==> src/rtl/swd_xfer_sequencer_if.sv <==
// Command/response handshake bundle between an MCU-side master and the SWD transfer sequencer.
// The master issues one command and collects exactly one response per transfer.
interface swd_xfer_sequencer_if;
    logic        cmd_valid;
    logic        cmd_ready;
    logic        cmd_apndp;
    logic        cmd_rnw;
    logic [1:0]  cmd_addr;
    logic [31:0] cmd_wdata;

    logic        rsp_valid;
    logic        rsp_ready;
    logic [2:0]  rsp_ack;
    logic [31:0] rsp_rdata;
    logic        rsp_perr;
    logic [3:0]  rsp_retries;

    modport master (
        output cmd_valid, cmd_apndp, cmd_rnw, cmd_addr, cmd_wdata, rsp_ready,
        input  cmd_ready, rsp_valid, rsp_ack, rsp_rdata, rsp_perr, rsp_retries
    );

    modport slave (
        input  cmd_valid, cmd_apndp, cmd_rnw, cmd_addr, cmd_wdata, rsp_ready,
        output cmd_ready, rsp_valid, rsp_ack, rsp_rdata, rsp_perr, rsp_retries
    );
endinterface

==> src/rtl/swd_xfer_sequencer.sv <==
// Serialises one SWD transfer per command into a fixed 48-bit frame for swd_frontend_top,
// recovers ACK/read data from miso, retries WAIT responses and returns one response per command.
module swd_xfer_sequencer #(
    parameter int IDLE_CYCLES = 4,
    parameter int RETRY_MAX   = 3,
    parameter int MISO_LAT    = 0
) (
    input  logic                  sck,
    input  logic                  rst,
    swd_xfer_sequencer_if.slave   bus,
    output logic                  mosi,
    input  logic                  miso,
    output logic                  fe_rst_n,
    output logic                  fe_rnw
);

    typedef enum logic [1:0] {
        ST_IDLE,
        ST_GAP,
        ST_FRAME,
        ST_RESP
    } state_t;

    localparam logic [3:0] GAP_LAST  = 4'(IDLE_CYCLES - 1);
    localparam logic [3:0] RETRY_LIM = 4'(RETRY_MAX);
    localparam logic [5:0] LAT       = 6'(MISO_LAT);
    localparam logic [5:0] LAST_BIT  = 6'(47 + MISO_LAT);
    localparam logic [2:0] ACK_OK    = 3'b001;
    localparam logic [2:0] ACK_WAIT  = 3'b010;

    state_t      state_q, state_d;
    logic [3:0]  gap_cnt_q, gap_cnt_d;
    logic [5:0]  bit_cnt_q, bit_cnt_d;
    logic [3:0]  retry_cnt_q, retry_cnt_d;
    logic        apndp_q, apndp_d;
    logic        rnw_q, rnw_d;
    logic [1:0]  addr_q, addr_d;
    logic [31:0] wdata_q, wdata_d;
    logic [2:0]  ack_q, ack_d;
    logic [31:0] rdata_q, rdata_d;

    logic        cmd_ready_q, cmd_ready_d;
    logic        rsp_valid_q, rsp_valid_d;
    logic [2:0]  rsp_ack_q, rsp_ack_d;
    logic [31:0] rsp_rdata_q, rsp_rdata_d;
    logic        rsp_perr_q, rsp_perr_d;
    logic [3:0]  rsp_retries_q, rsp_retries_d;
    logic        mosi_q, mosi_d;
    logic        fe_rst_n_q, fe_rst_n_d;
    logic        fe_rnw_q, fe_rnw_d;

    logic [7:0]  req_byte;
    logic [47:0] frame_vec;
    logic [5:0]  bit_nxt;
    logic [5:0]  samp_idx;
    logic        samp_valid;
    logic        ok_read;

    // Whole outgoing frame built from the latched command; retries resend it unchanged.
    always_comb begin
        req_byte  = {1'b1, 1'b0, apndp_q ^ rnw_q ^ addr_q[0] ^ addr_q[1],
                     addr_q[1], addr_q[0], rnw_q, apndp_q, 1'b1};
        frame_vec = '0;
        frame_vec[10:3] = req_byte;
        if (!rnw_q) begin
            frame_vec[46:15] = wdata_q;
            frame_vec[47]    = ^wdata_q;
        end
    end

    assign bit_nxt    = bit_cnt_q + 6'd1;
    assign samp_valid = (bit_cnt_q >= LAT);
    assign samp_idx   = bit_cnt_q - LAT;
    assign ok_read    = rnw_q && (ack_q == ACK_OK);

    always_comb begin
        state_d       = state_q;
        gap_cnt_d     = gap_cnt_q;
        bit_cnt_d     = bit_cnt_q;
        retry_cnt_d   = retry_cnt_q;
        apndp_d       = apndp_q;
        rnw_d         = rnw_q;
        addr_d        = addr_q;
        wdata_d       = wdata_q;
        ack_d         = ack_q;
        rdata_d       = rdata_q;
        cmd_ready_d   = cmd_ready_q;
        rsp_valid_d   = rsp_valid_q;
        rsp_ack_d     = rsp_ack_q;
        rsp_rdata_d   = rsp_rdata_q;
        rsp_perr_d    = rsp_perr_q;
        rsp_retries_d = rsp_retries_q;
        fe_rnw_d      = fe_rnw_q;
        mosi_d        = 1'b0;
        fe_rst_n_d    = 1'b0;

        case (state_q)
            ST_IDLE: begin
                cmd_ready_d = 1'b1;
                if (bus.cmd_valid && cmd_ready_q) begin
                    apndp_d     = bus.cmd_apndp;
                    rnw_d       = bus.cmd_rnw;
                    addr_d      = bus.cmd_addr;
                    wdata_d     = bus.cmd_wdata;
                    fe_rnw_d    = bus.cmd_rnw;
                    cmd_ready_d = 1'b0;
                    retry_cnt_d = '0;
                    gap_cnt_d   = '0;
                    state_d     = ST_GAP;
                end
            end

            ST_GAP: begin
                if (gap_cnt_q == GAP_LAST) begin
                    state_d    = ST_FRAME;
                    bit_cnt_d  = '0;
                    fe_rst_n_d = 1'b1;
                    mosi_d     = frame_vec[0];
                end else begin
                    gap_cnt_d = gap_cnt_q + 4'd1;
                end
            end

            ST_FRAME: begin
                // miso lags mosi by MISO_LAT, so the sampled bit index trails bit_cnt.
                if (samp_valid && samp_idx >= 6'd12 && samp_idx <= 6'd14) begin
                    ack_d = {miso, ack_q[2:1]};
                end
                if (samp_valid && samp_idx >= 6'd15 && samp_idx <= 6'd46) begin
                    rdata_d = {miso, rdata_q[31:1]};
                end

                if (bit_cnt_q == LAST_BIT) begin
                    if (ack_q == ACK_WAIT && retry_cnt_q < RETRY_LIM) begin
                        retry_cnt_d = retry_cnt_q + 4'd1;
                        gap_cnt_d   = '0;
                        state_d     = ST_GAP;
                    end else begin
                        // The parity bit is still on miso at this edge, not yet in rdata_q.
                        rsp_valid_d   = 1'b1;
                        rsp_ack_d     = ack_q;
                        rsp_retries_d = retry_cnt_q;
                        rsp_rdata_d   = ok_read ? rdata_q : 32'd0;
                        rsp_perr_d    = ok_read && ((^rdata_q) != miso);
                        state_d       = ST_RESP;
                    end
                end else begin
                    bit_cnt_d  = bit_nxt;
                    fe_rst_n_d = 1'b1;
                    mosi_d     = (bit_nxt < 6'd48) ? frame_vec[bit_nxt] : 1'b0;
                end
            end

            ST_RESP: begin
                if (bus.rsp_ready) begin
                    rsp_valid_d = 1'b0;
                    cmd_ready_d = 1'b1;
                    fe_rnw_d    = 1'b0;
                    state_d     = ST_IDLE;
                end
            end

            default: begin
                state_d = ST_IDLE;
            end
        endcase
    end

    always_ff @(posedge sck) begin
        if (rst) begin
            state_q       <= ST_IDLE;
            gap_cnt_q     <= '0;
            bit_cnt_q     <= '0;
            retry_cnt_q   <= '0;
            apndp_q       <= 1'b0;
            rnw_q         <= 1'b0;
            addr_q        <= '0;
            wdata_q       <= '0;
            ack_q         <= '0;
            rdata_q       <= '0;
            cmd_ready_q   <= 1'b0;
            rsp_valid_q   <= 1'b0;
            rsp_ack_q     <= '0;
            rsp_rdata_q   <= '0;
            rsp_perr_q    <= 1'b0;
            rsp_retries_q <= '0;
            mosi_q        <= 1'b0;
            fe_rst_n_q    <= 1'b0;
            fe_rnw_q      <= 1'b0;
        end else begin
            state_q       <= state_d;
            gap_cnt_q     <= gap_cnt_d;
            bit_cnt_q     <= bit_cnt_d;
            retry_cnt_q   <= retry_cnt_d;
            apndp_q       <= apndp_d;
            rnw_q         <= rnw_d;
            addr_q        <= addr_d;
            wdata_q       <= wdata_d;
            ack_q         <= ack_d;
            rdata_q       <= rdata_d;
            cmd_ready_q   <= cmd_ready_d;
            rsp_valid_q   <= rsp_valid_d;
            rsp_ack_q     <= rsp_ack_d;
            rsp_rdata_q   <= rsp_rdata_d;
            rsp_perr_q    <= rsp_perr_d;
            rsp_retries_q <= rsp_retries_d;
            mosi_q        <= mosi_d;
            fe_rst_n_q    <= fe_rst_n_d;
            fe_rnw_q      <= fe_rnw_d;
        end
    end

    assign bus.cmd_ready   = cmd_ready_q;
    assign bus.rsp_valid   = rsp_valid_q;
    assign bus.rsp_ack     = rsp_ack_q;
    assign bus.rsp_rdata   = rsp_rdata_q;
    assign bus.rsp_perr    = rsp_perr_q;
    assign bus.rsp_retries = rsp_retries_q;
    assign mosi            = mosi_q;
    assign fe_rst_n        = fe_rst_n_q;
    assign fe_rnw          = fe_rnw_q;

endmodule

==> src/flat_wrapper.sv <==
// flat-port wrapper written by rule: the top's interface ports become plain ports
module swd_xfer_sequencer_flat 
#(
    parameter int IDLE_CYCLES = 4,
    parameter int RETRY_MAX   = 3,
    parameter int MISO_LAT    = 0
)
  (sck, rst, mosi, miso, fe_rst_n, fe_rnw, bus_cmd_valid, bus_cmd_apndp, bus_cmd_rnw, bus_cmd_addr, bus_cmd_wdata, bus_rsp_ready, bus_cmd_ready, bus_rsp_valid, bus_rsp_ack, bus_rsp_rdata, bus_rsp_perr, bus_rsp_retries);
  swd_xfer_sequencer_if bus_i ();
  input  logic sck;
  input  logic rst;
  output logic mosi;
  input  logic miso;
  output logic fe_rst_n;
  output logic fe_rnw;
  input wire logic [$bits(bus_i.cmd_valid)-1:0] bus_cmd_valid;
  input wire logic [$bits(bus_i.cmd_apndp)-1:0] bus_cmd_apndp;
  input wire logic [$bits(bus_i.cmd_rnw)-1:0] bus_cmd_rnw;
  input wire logic [$bits(bus_i.cmd_addr)-1:0] bus_cmd_addr;
  input wire logic [$bits(bus_i.cmd_wdata)-1:0] bus_cmd_wdata;
  input wire logic [$bits(bus_i.rsp_ready)-1:0] bus_rsp_ready;
  output wire logic [$bits(bus_i.cmd_ready)-1:0] bus_cmd_ready;
  output wire logic [$bits(bus_i.rsp_valid)-1:0] bus_rsp_valid;
  output wire logic [$bits(bus_i.rsp_ack)-1:0] bus_rsp_ack;
  output wire logic [$bits(bus_i.rsp_rdata)-1:0] bus_rsp_rdata;
  output wire logic [$bits(bus_i.rsp_perr)-1:0] bus_rsp_perr;
  output wire logic [$bits(bus_i.rsp_retries)-1:0] bus_rsp_retries;
  assign bus_i.cmd_valid = bus_cmd_valid;
  assign bus_i.cmd_apndp = bus_cmd_apndp;
  assign bus_i.cmd_rnw = bus_cmd_rnw;
  assign bus_i.cmd_addr = bus_cmd_addr;
  assign bus_i.cmd_wdata = bus_cmd_wdata;
  assign bus_i.rsp_ready = bus_rsp_ready;
  assign bus_cmd_ready = bus_i.cmd_ready;
  assign bus_rsp_valid = bus_i.rsp_valid;
  assign bus_rsp_ack = bus_i.rsp_ack;
  assign bus_rsp_rdata = bus_i.rsp_rdata;
  assign bus_rsp_perr = bus_i.rsp_perr;
  assign bus_rsp_retries = bus_i.rsp_retries;
  swd_xfer_sequencer #(.IDLE_CYCLES(IDLE_CYCLES), .RETRY_MAX(RETRY_MAX), .MISO_LAT(MISO_LAT)) u_core (.sck(sck), .rst(rst), .bus(bus_i), .mosi(mosi), .miso(miso), .fe_rst_n(fe_rst_n), .fe_rnw(fe_rnw));
endmodule
==> config.mk <==
export PLATFORM = sky130hd
export DESIGN_NAME = swd_xfer_sequencer_flat
export DESIGN_NICKNAME = d
export VERILOG_FILES = /design/src/rtl/swd_xfer_sequencer_if.sv /design/src/rtl/swd_xfer_sequencer.sv /design/src/flat_wrapper.sv
export SDC_FILE = /design/constraint.sdc
export NUM_CORES = 1
export LEC_CHECK = 0
export ABC_CLOCK_PERIOD_IN_PS = 3000
export BUFFER_PORTS_ARGS = -buffer_cell sky130_fd_sc_hd__buf_4
export CAP_MARGIN = 20
export CORE_MARGIN = 2
export CORE_UTILIZATION = 50
export CTS_CLUSTER_SIZE = 40
export DETAILED_ROUTE_END_ITERATION = 10
export PLACE_DENSITY = 0.71
export SKIP_CTS_REPAIR_TIMING = 1
export SLEW_MARGIN = 40
export SYNTH_ARGS = -nofsm -noshare
export SYNTH_HDL_FRONTEND = slang
export SYNTH_SLANG_ARGS = --single-unit
==> constraint.sdc <==
create_clock -name sck -period 3 [get_ports sck]
set_input_delay 0.6 -clock sck [delete_from_list [all_inputs] [get_ports sck]]
set_output_delay 0.6 -clock sck [all_outputs]
set_load 0.05 [all_outputs]
# --- Word level (Yosys, flattened, before mapping) ---
# Index checks and enable logic that the tools add are counted.
op_classes:
  n_addsub: 3
  n_lt_le_gt_ge: 8
  eq_ne: 16
  n_mux: 33
  bitwise_logic: 6
  n_reduce_logical: 28
ops:
  columns: ["op", "count"]
  rows:
  - ["$reduce_xor 32->1", 2]
  - ["$mux 33", 1]
  - ["$mux 32", 1]
  - ["$mux 4", 6]
  - ["$ge 6x4->1 const B", 2]
  - ["$mux 6", 2]
  - ["$pmux 4 s3", 1]
  - ["$pmux 6 s2", 1]
  - ["$reduce_and 4->1", 3]
  - ["$mux 2", 5]
  - ["$mux 1", 9]
  - ["$reduce_and 3->1", 3]
  - ["$add 4x1->4 const B", 2]
  - ["$logic_and 1x1->1", 8]
  - ["$ne 2x1->1 const B", 4]
  - ["$ne 2x2->1 const B", 4]
  - ["$pmux 1 s2", 4]
  - ["$pmux 2 s4", 1]
  - ["$pmux 4 s2", 1]
  - ["$reduce_and 2->1", 4]
  - ["$reduce_bool 2->1", 4]
  - ["$lt 6x7->1 const B", 1]
  - ["$add 6x1->6 const B", 1]
  - ["$bmux 1 s6", 1]
  - ["other kinds (18)", 23]
totals:
  reg_bits: 132
  inputBits: 41
  out_inout_bits: 45
  word_cells: 113

# --- Logic depth before layout (Yosys ltp) ---
logic_depth:
  depth_word: 5
  ltp_mapped: 12
  mapped_depth_nobuf: 9

# --- Worst setup path after synthesis ---
# OpenSTA, ideal clock, no wires.
synth_path:
  path_type: "register to register"
  startpoint: "register u_core.bit_cnt_q[0]"
  endpoint: "register u_core.mosi_q, in the netlist u_core.mosi"
  setup_ps: 125
  arrival_ps: 2536
  required_time_ps: 2875
  slack_ps: 339
  stages_incl_launch_ff: 10
  n_path_buf: 3
  synth_period_minus_slack_ps: 2661
  path_cell_list: "dfxtp_1 > buf_2 > buf_2 > inv_1 > ha_1 > clkbuf_1 > mux4_2 > mux4_1 > a22oi_1 > o41ai_1"
synth_via:
  elab_chain_cells: 4
  word_cells_on_any_way: 7
  classes_between: "add/sub (1); order compare (1); eq/ne (1); mux (2); bitwise (1); reduce/logical (1)"
synth_rtl:
  columns: ["item", "line", "text"]
  rows:
  - ["start: declaration", "swd_xfer_sequencer.sv:33", "logic [5:0] bit_cnt_q, bit_cnt_d;"]
  - ["start signal: assignment", "swd_xfer_sequencer.sv:193", "bit_cnt_q <= bit_cnt_d;"]
  - ["$add 6x1->6", "swd_xfer_sequencer.sv:71", "assign bit_nxt = bit_cnt_q + 6'd1;"]
  - ["$lt 6x6->1", "swd_xfer_sequencer.sv:150", "mosi_d = (bit_nxt < 6'd48) ? frame_vec[bit_nxt] : 1'b0;"]
  - ["$not 1->1 (no line)", null, null]
  - ["$reduce_or 4->1 (no line)", null, null]
  - ["end signal: assignment", "swd_xfer_sequencer.sv:207", "mosi_q <= mosi_d;"]
  - ["end: declaration", "swd_xfer_sequencer.sv:48", "logic mosi_q, mosi_d;"]
# Parallel ways exist; a longest one is shown, timed or not. The select of a mux whose other input is x is not followed.
# A chain may end at the register's enable or synchronous reset.

# --- Worst setup path in the final report ---
# Same ends and word-level chain as after synthesis.

==> impl_metrics.toml <==
[worst_setup_path]
cp.required_ps = 3280
r2r_cells = 6
setup.worst_path.end = "u_core.mosi"
cp-end-kind = "flop"
worst-r2r-setup-slack_ps = 580
r2r_end = "u_core.mosi"
worstReg2RegStart = "u_core.bit_cnt_q[0]"
cp.arrival_ps = 2690
crit_type = "flop to flop"
path_max_fanout = 14
crit_path_start = "u_core.bit_cnt_q[0]"
worstSetupStartpointType = "flop"

[cts]
clkTransAtPathRegs_ps = 60
cts_root_buf = "clkbuf_16"
insertion_delay_ps = 420
numCtsBuffers = 17
cts_buffer_depth = 2
clock-sinks = 132
tritoncts = "done"
h-tree-depth = 4

[sta]
setup_viol = 0
tightestPinTransition_ps = 779
timing_hold_violations_final = 0
max_freq_ghz = 0.413
period_needed_ps = 2420
drv_slew = 0
rsz0062_at_grt = "no"
finClkSkew_ps = 5.95
fin_tns_setup_ps = 0
slew_headroom_pct = 47.6
fin_crit_sh_pct = 80.6

[yosys]
ys_ff_latch = 132
synth_top_area_share_pct = 44.5
ys_types = 48
synth.area.top_cells = "dfxtp_1 44%, xnor2_1 8.4%, nand2_1 8.1%"
synthesis.area_um2 = 5940
yosys.area_share.simple_pct = 19.1
synth_warnings = 0
synth_ff_type = "dfxtp_1"
synth_top_family_by_area = "simple AND/OR/NAND/NOR gates"
synth-xor-area-share_pct = 10.4
synth-async-reset-ratio_pct = 0
synth_adder_area_share_pct = 1.69
synthMuxAreaShare_pct = 10.2
synth.avg_cell_area_um2 = 8.66
synth_top_area_cell = "dfxtp_1"
yosysSeqAreaShare_pct = 44.5
postSynthCellCount = 686
synth_compound_area_share_pct = 10.8
synth_edf_count = 0
syn_nets = 735

[route]
firstDrtPassIters = 7
post_drt_wl_per_cell_um = 14.3
drt_wl_total_um = 13100
num_vias = 4808
drt_iter0_markers = 315
ant_nets = 0
route.detailed.drc = 4
routed_via_density = 5.28

[placed_design]
hpwl_um = 8610
placedCellCount = 880
port_buffers = 85
routabilityCongestion = 0.837

[finish]
fin_nets = 805
utilization_pct = 62.9
finalNonFillerCells = 910
nFillCells = 970
antenna_cells = 0
area_growth_pct = 22.0
drive_above_1_share_pct = 18.0

[global_route]
overflow = 0
antenna_found_initial = 0
grt_max_degree = 72
grt_pass1_vias = 4705
grt_use_total_pct = 21.4
grt_pass1_wl_um = 22200

[power]
p_leak_uw = 0.00294
p_per_area_nw_per_um2 = 671
peakVddDrop_v = 0.000376

[die]
die_h_um = 113
row_count = 39
start_util_pct = 51.6
die_x_um = 113
die_area_um2 = 12800
core_um2 = 11500
ioPinCount = 86

[min_path]
holdCritStartpoint = "bus_cmd_wdata[0]"
hold_class = "input port to flop"

[job]
drv_cap = 0

[status]
status = "complete, but fails checks"
violations = "DRC"
[worst max-delay path, cell delays in order, from the launching register on]
cell	delay (ps)
dfxtp_1	370
inv_1	100
ha_1	650
mux4_2	380
mux4_1	510
a22oi_1	170
o41ai_1	80
[worst min-delay path by stage]
stage                                      endpoint  slack [ps]  cells past startpoint
after floorplan           u_core.bus.rsp_retries[2]         440                      2
after global placement     u_core.bus.rsp_rdata[15]         440                      2
after detailed placement   u_core.bus.rsp_rdata[13]         450                      2
after CTS                         u_core.wdata_q[0]         410                      3
after global routing             u_core.wdata_q[16]         430                      3
final                             u_core.wdata_q[0]         420                      3
[placed cells by master, fill, tap and decap left out, types with 2 or more instances in the layout]
master,synthesis,final
dfxtp_1,132,132
nand2_1,128,127
buf_4,0,94
a21oi_1,88,88
nor2_1,65,65
xnor2_1,57,57
nand3_1,40,40
mux2i_1,39,39
clkbuf_16,0,17
xor2_1,11,11
mux4_2,8,8
ha_1,8,8
clkbuf_8,0,8
a22oi_1,7,7
o21ai_0,7,7
inv_1,6,6
nand2b_1,6,6
a211oi_1,4,4
nor3_1,3,3
a31oi_1,2,2
o22ai_1,2,2
nor4b_1,2,2
and2_1,2,2
nand3b_1,2,2
clkbuf_1,33,2
clkinv_2,0,2
[per-stage QoR]
step	worst slack (ps)	total power (uW)	cell area (um2)	hold WS (ps)
after floorplan	339	2670	5940	441
after global placement	719	2830	6660	443
after detailed placement	624	2870	6660	445
after CTS	622	4890	7250	412
after global routing	459	5080	7250	425
final	581	4860	7250	425
[report_power, final]
group | internal, uW | switching (uW)
Combinational | 406 | 500
Sequential | 1840 | 90.8
Clock | 1300 | 715
[registers in the layout, summed over array words and instances, names as in the netlist, 2 cells and up]
register / flops
u_core.ack_q: 3
u_core.state_q: 2
u_core.wdata_q: 32
u_core.addr_q: 2
u_core.bit_cnt_q: 6
u_core.gap_cnt_q: 4
u_core.bus.rsp_rdata: 32
u_core.retry_cnt_q: 4
u_core.rdata_q: 32
u_core.bus.rsp_ack: 3
u_core.bus.rsp_retries: 4
[layout make-up]
class	count	area, um2	area share [%]
Clock buffer	27	543	7.49
Clock inverter	3	40.0	0.552
Inverter	6	22.5	0.311
Multi-Input combinational cell	505	3110	43.0
Sequential cell	132	2640	36.5
Tap cell	143	179	2.47
Timing Repair Buffer	94	706	9.74
[cells by family after synthesis]
logic type / after synthesis
flip-flops: 132
XOR/XNOR: 69
multiplexers: 49
adder cells (fa/ha/maj): 8
AO/OA/AOI/OAI: 117
buffers and inverters: 49
AND/OR/NAND/NOR: 262
[per-layer routing]
layer	share of wire, %	routed length, um	vias up	track usage [%]
met5	0	0	-	0
met4	1.5	202	0	9.19
met3	3.5	461	16	4.77
met2	47	6120	79	34.0
met1	48	6270	2262	28.1
li1	-	-	2451	-
[synth_stat cells, types with 2 or more instances]
cell type / instances
dfxtp_1: 132
nand2_1: 128
a21oi_1: 88
nor2_1: 65
xnor2_1: 57
nand3_1: 40
mux2i_1: 39
clkbuf_1: 33
xor2_1: 11
buf_2: 8
ha_1: 8
mux4_2: 8
a22oi_1: 7
o21ai_0: 7
inv_1: 6
nand2b_1: 6
a211oi_1: 4
nor3_1: 3
a31oi_1: 2
and2_1: 2
buf_1: 2
nand3b_1: 2
nor4b_1: 2
o22ai_1: 2
(Power assumes the default switching activity.)
